<file path="config.mk">
export PLATFORM = sky130hd
export DESIGN_NAME = count_writer
export DESIGN_NICKNAME = d
export VERILOG_FILES = /design/src/rtl/count_writer.sv
export SDC_FILE = /design/constraint.sdc
export NUM_CORES = 1
export LEC_CHECK = 0
export ABC_AREA = 1
export CORE_MARGIN = 4
export CORE_UTILIZATION = 52
export DETAILED_ROUTE_END_ITERATION = 8
export PLACE_DENSITY_LB_ADDON = 0.2
export SETUP_SLACK_MARGIN = 0.3
export SYNTH_ARGS = -nofsm -noshare
export SYNTH_HDL_FRONTEND = slang
export SYNTH_SLANG_ARGS = --single-unit
</file>
<file path="constraint.sdc">
create_clock -name clk -period 1.5 [get_ports clk]
set_input_delay 0.15 -clock clk [delete_from_list [all_inputs] [get_ports clk]]
set_output_delay 0.15 -clock clk [all_outputs]
set_load 0.01 [all_outputs]
</file>
<file path="src/rtl/count_writer.sv">
// Counting-pattern writer for the FT600 245-mode TX FIFO: bursts of an incrementing
// 16-bit counter separated by idle gaps. Define COUNT_WRITER_HEADER_EN to prefix each burst with a header word.
module count_writer #(
  parameter int unsigned BURST_LEN  = 256,
  parameter int unsigned GAP_CYCLES = 16
) (
  input  logic        clk,
  input  logic        rst,
  input  logic        enable,
  input  logic        tx_full,
  output logic        tx_en,
  output logic [15:0] tx_in,
  output logic        busy,
  output logic [7:0]  led
);

  typedef enum logic [1:0] {
    IDLE   = 2'd0,
`ifdef COUNT_WRITER_HEADER_EN
    HEADER = 2'd1,
`endif
    BURST  = 2'd2,
    GAP    = 2'd3
  } state_t;

`ifdef COUNT_WRITER_HEADER_EN
  localparam state_t START = HEADER;
`else
  localparam state_t START = BURST;
`endif

  localparam logic [15:0] LAST_IDX = 16'(BURST_LEN - 1);
  // A zero-length gap still spends one cycle in GAP, so the load saturates at zero.
  localparam logic [15:0] GAP_LOAD = (GAP_CYCLES == 0) ? 16'd0 : 16'(GAP_CYCLES - 1);

  state_t      state_q, state_d;
  logic [15:0] cnt_q, cnt_d;
  logic [15:0] seq_q, seq_d;
  logic [15:0] idx_q, idx_d;
  logic [15:0] gap_q, gap_d;
  logic        busy_q;
  logic [7:0]  led_q;
  logic        write;

  // Reset also gates the strobe so the reset edge itself never writes a word.
  always_comb begin
    write = 1'b0;
    if (!rst && !tx_full) begin
`ifdef COUNT_WRITER_HEADER_EN
      write = (state_q == HEADER) || (state_q == BURST);
`else
      write = (state_q == BURST);
`endif
    end
  end

  always_comb begin
    tx_in = 16'h0000;
    case (state_q)
`ifdef COUNT_WRITER_HEADER_EN
      HEADER:  tx_in = {8'hA5, seq_q[7:0]};
`endif
      BURST:   tx_in = cnt_q;
      default: tx_in = 16'h0000;
    endcase
  end

  always_comb begin
    state_d = state_q;
    cnt_d   = cnt_q;
    seq_d   = seq_q;
    idx_d   = idx_q;
    gap_d   = gap_q;
    case (state_q)
      IDLE: begin
        if (enable) state_d = START;
      end
`ifdef COUNT_WRITER_HEADER_EN
      HEADER: begin
        if (write) state_d = BURST;
      end
`endif
      BURST: begin
        if (write) begin
          cnt_d = cnt_q + 16'd1;
          if (idx_q == LAST_IDX) begin
            idx_d   = 16'd0;
            seq_d   = seq_q + 16'd1;
            gap_d   = GAP_LOAD;
            state_d = GAP;
          end else begin
            idx_d = idx_q + 16'd1;
          end
        end
      end
      GAP: begin
        if (gap_q == 16'd0) begin
          state_d = enable ? START : IDLE;
        end else begin
          gap_d = gap_q - 16'd1;
        end
      end
      default: state_d = IDLE;
    endcase
  end

  always_ff @(posedge clk) begin
    if (rst) begin
      state_q <= IDLE;
      cnt_q   <= 16'd0;
      seq_q   <= 16'd0;
      idx_q   <= 16'd0;
      gap_q   <= 16'd0;
      busy_q  <= 1'b0;
      led_q   <= 8'h00;
    end else begin
      state_q <= state_d;
      cnt_q   <= cnt_d;
      seq_q   <= seq_d;
      idx_q   <= idx_d;
      gap_q   <= gap_d;
      busy_q  <= (state_d != IDLE);
      led_q   <= seq_d[7:0];
    end
  end

  assign tx_en = write;
  assign busy  = busy_q;
  assign led   = led_q;

endmodule

</file>
==> metrics.txt <==
area of the die 7652 µm²; Final Routed Wirelength 17480 µm; worst reg2reg path endpoint gap_q[5]; global-route usage over all layers 0.2727; simple-gate portion of the synthesized area 0.4107; Seq cells post-synth 59; number of instances in the synthesized netlist 515; Worst Path Arrival 2180 ps; buffers from clock root to sink, at most 2; fraction of post-synthesis cell area in the top cell type by area 0.3596; DR iter-0 viols 743; uppermost signal routing layer after detailed routing met4; top cells by area in the synthesized netlist dfxtp_1, nand2_1, nor2_1; clock-pin slew on the worst setup and hold paths 80 ps; highest-delay cell along the critical path dfxtp_1; mux cell area share after synthesis 0; dominant register cell in the synthesized netlist dfxtp_1; leakage dissipation 2.283 nW; DRT met1 WL 5658 µm; cells along the critical path buf_4 > nor2_1 > nand2_1 > nor2_1 > xnor2_1 > nor2_1 > nand2_1 > a21oi_1; capturing element type of the critical path flip-flop; final hold violations 0; crit path time final 1913 ps; total placed instance area 4019 µm²; netlist area before placement 3284 µm²; average cell area after synthesis 6.377 µm²; crit-path most repeated cell nor2_1; filler cell count in the final layout 192; ranking of synthesized cells by instance count nand2_1, nor2_1, inv_1; asr flop ratio synth 0; # hold bufs at CTS 0; highest ir drop seen on vdd 0.6951 mV; I/O Pins 30; worst relative slew slack 0.6094; number of nets in the final layout 637; H-tree depth reported by CTS 3; net count after synthesis 523; placed instance count 647; number of buffers added by the clock tree synthesis step 9; CP Capture Point gap_q[5]; power per cell area 670.9 nW/µm²; # Max-Cap Violations 0; run status finished, violations left; required time of the critical path 1770 ps; largest area contributor in the synthesized netlist dfxtp_1; DIE HEIGHT 87.48 µm; post-detailed-route wirelength per cell 24.65 µm; core region area 6026 µm²; First-pass DRT Iterations 9; critical path peak fanout 3; path type of the worst setup path flip-flop to flip-flop; number of cells on the worst reg-to-reg path 8; final cycle utilization of the critical path 1.275; vias per cell 6.772; total number of clock tree sinks 59; Fmax achieved 522.7 MHz; Hold Path Class primary input to flip-flop; Site Rows 28; Clock Latency Late Sink 370 ps; vias in the first global route 3686; final antenna-violating net count 0; Remaining DRCs 0; worst-case setup margin in the final layout -413.1 ps; adder and majority cell fraction of the synthesized area 0.01524; global-route congestion overflow total 0; r2r setup slk -410 ps; number of antenna cells inserted 0; launching element of the worst setup path gap_q[4]; antenna violations before repair 0; number of gates on the worst path with buffers counted 8; CP startpoint kind flip-flop; fraction of final layout cells with drive strength greater than 1 0.4574; post-layout instance area 5464 µm²; clk root buf clkbuf_8; setup violation total in the final timing report 43; max-slew violation total from the final report 0; CTS tree done; half-perimeter wire length after placement 5987 µm; final standard cell count with taps included and fillers excluded 709; most used standard cell by instance count after synthesis nand2_1; post-synthesis cell type count 33; global-route wire length before repair 16590 µm; Total Negative Setup Slacks -6740 ps; pin count of the biggest net entering global routing 22; reg2reg start gap_q[4]; effective utilization at floorplan 0.5451; largest family of logic cells by synthesized area simple AND/OR/NAND/NOR gates; via total after detailed routing 4801; post-route clock skew 18.24 ps; Largest stage delay, worst path 350 ps; buffering stage count on the worst path with inverters included 1; number of I/O port buffers 29; met2 WL post-DR 7658 µm; die span in x 87.48 µm; failing checks negative setup slack; YS warnings 0; P&R area growth vs syn 66.36%; proportion of synthesized chip area in sequential cells 0.3596; setup repair after global routing missed its margin yes; Slew @ Worst Pin 581.4 ps; routed wl met3 2471 µm; GPL Wtd Cong 0.8909; compound-cell area share of the yosys netlist 0.09676; Post-Synth XOR/XNOR Area 0.02667; Largest delay share family, worst path simple AND/OR/NAND/NOR gates; number of synthesized flops with an enable pin 0
-- state kept, by name, summed over array words and instances (netlist names) --
name     count
cnt_q       16
seq_q        8
state_q      2
gap_q       16
idx_q       16
busy         1
-- layer usage --
| layer | GRT usage | vias up |
|---|---|---|
| li1 | - | 1876 |
| met1 | 0.3239 | 2141 |
| met2 | 0.4767 | 576 |
| met3 | 0.04068 | 208 |
| met4 | 0.1311 | 0 |
| met5 | 0 | - |
-- repair_timing --
item,CTS,global route
resized for setup,155,168
pin swaps,19,38
gates cloned,1,8
buffers inserted,17,20
setup endpoints to repair,82,82
-- cells by family after synthesis --
logic type	Yosys count
AOI/OAI and AO/OA	60
DFF	59
and+or+nand+nor	307
adders and majority gates	4
xor gates and xnor gates	10
buffers and inverters	75
-- final cells by class --
type,count,area (µm²),area share
Multi-Input combinational cell,384,2552,0.4671
Sequential cell,59,1230,0.2251
Timing Repair inverter,1,7.507,0.001374
Clock buffer,9,123.9,0.02267
Inverter,64,269.0,0.04923
Clock inverter,7,101.3,0.01855
Timing Repair Buffer,110,1086,0.1988
Tap cell,75,93.84,0.01717
-- worst min path at each step --
| stage | end | start | slack, ps | depth (start not counted) |
|---|---|---|---|---|
| after detailed placement | cnt_q[13] | cnt_q[13] | 480 | 2 |
| final | state_q[1] | enable | 500 | 3 |
| after global placement | cnt_q[15] | cnt_q[15] | 470 | 2 |
| after CTS | cnt_q[13] | cnt_q[13] | 490 | 2 |
| after floorplan | state_q[1] | enable | 360 | 2 |
| after global routing | seq_q[3] | seq_q[3] | 530 | 2 |
-- power breakdown --
part | switching [W] | internal, W
registers | 0.0000151 | 0.00157
logic | 0.000201 | 0.000138
clock network | 0.000799 | 0.000947
-- stage by stage --
step	util	power, W	setup WS [ps]	hold WS, ps
floorplan	-	0.001715	88.71	357.0
global placement	0.6669	0.001779	-167.3	473.0
detailed placement	0.6669	0.001782	-203.3	476.1
CTS	0.7602	0.003440	8.371	486.7
global route	0.9068	0.003694	-404.6	532.3
finish	0.9068	0.003666	-413.1	499.5
-- worst register-to-register path, cell delays in order, from the launching register on --
cell     delay (ps)
dfxtp_1         350
buf_4           170
nor2_1          190
nand2_1         140
nor2_1          280
xnor2_1         170
nor2_1          220
nand2_1         100
a21oi_1         220
-- placed cells by master, fill, tap and decap left out, drive strengths merged, types with 3 or more instances in the layout --
cell type,synthesis,layout
a21oi,36,36
a31oi,4,4
buf,4,94
clkbuf,7,13
clkdlybuf4s15,0,4
clkdlybuf4s50,0,3
clkinv,0,3
clkinvlp,0,4
dfxtp,59,59
dlygate4sd2,0,5
ha,4,4
inv,64,63
nand2,121,123
nand3,39,40
nand4,7,7
nor2,118,118
nor3,17,17
o21ai,17,17
xnor2,6,6
xor2,4,4
Note: power is estimated with default switching activity, not from simulation.
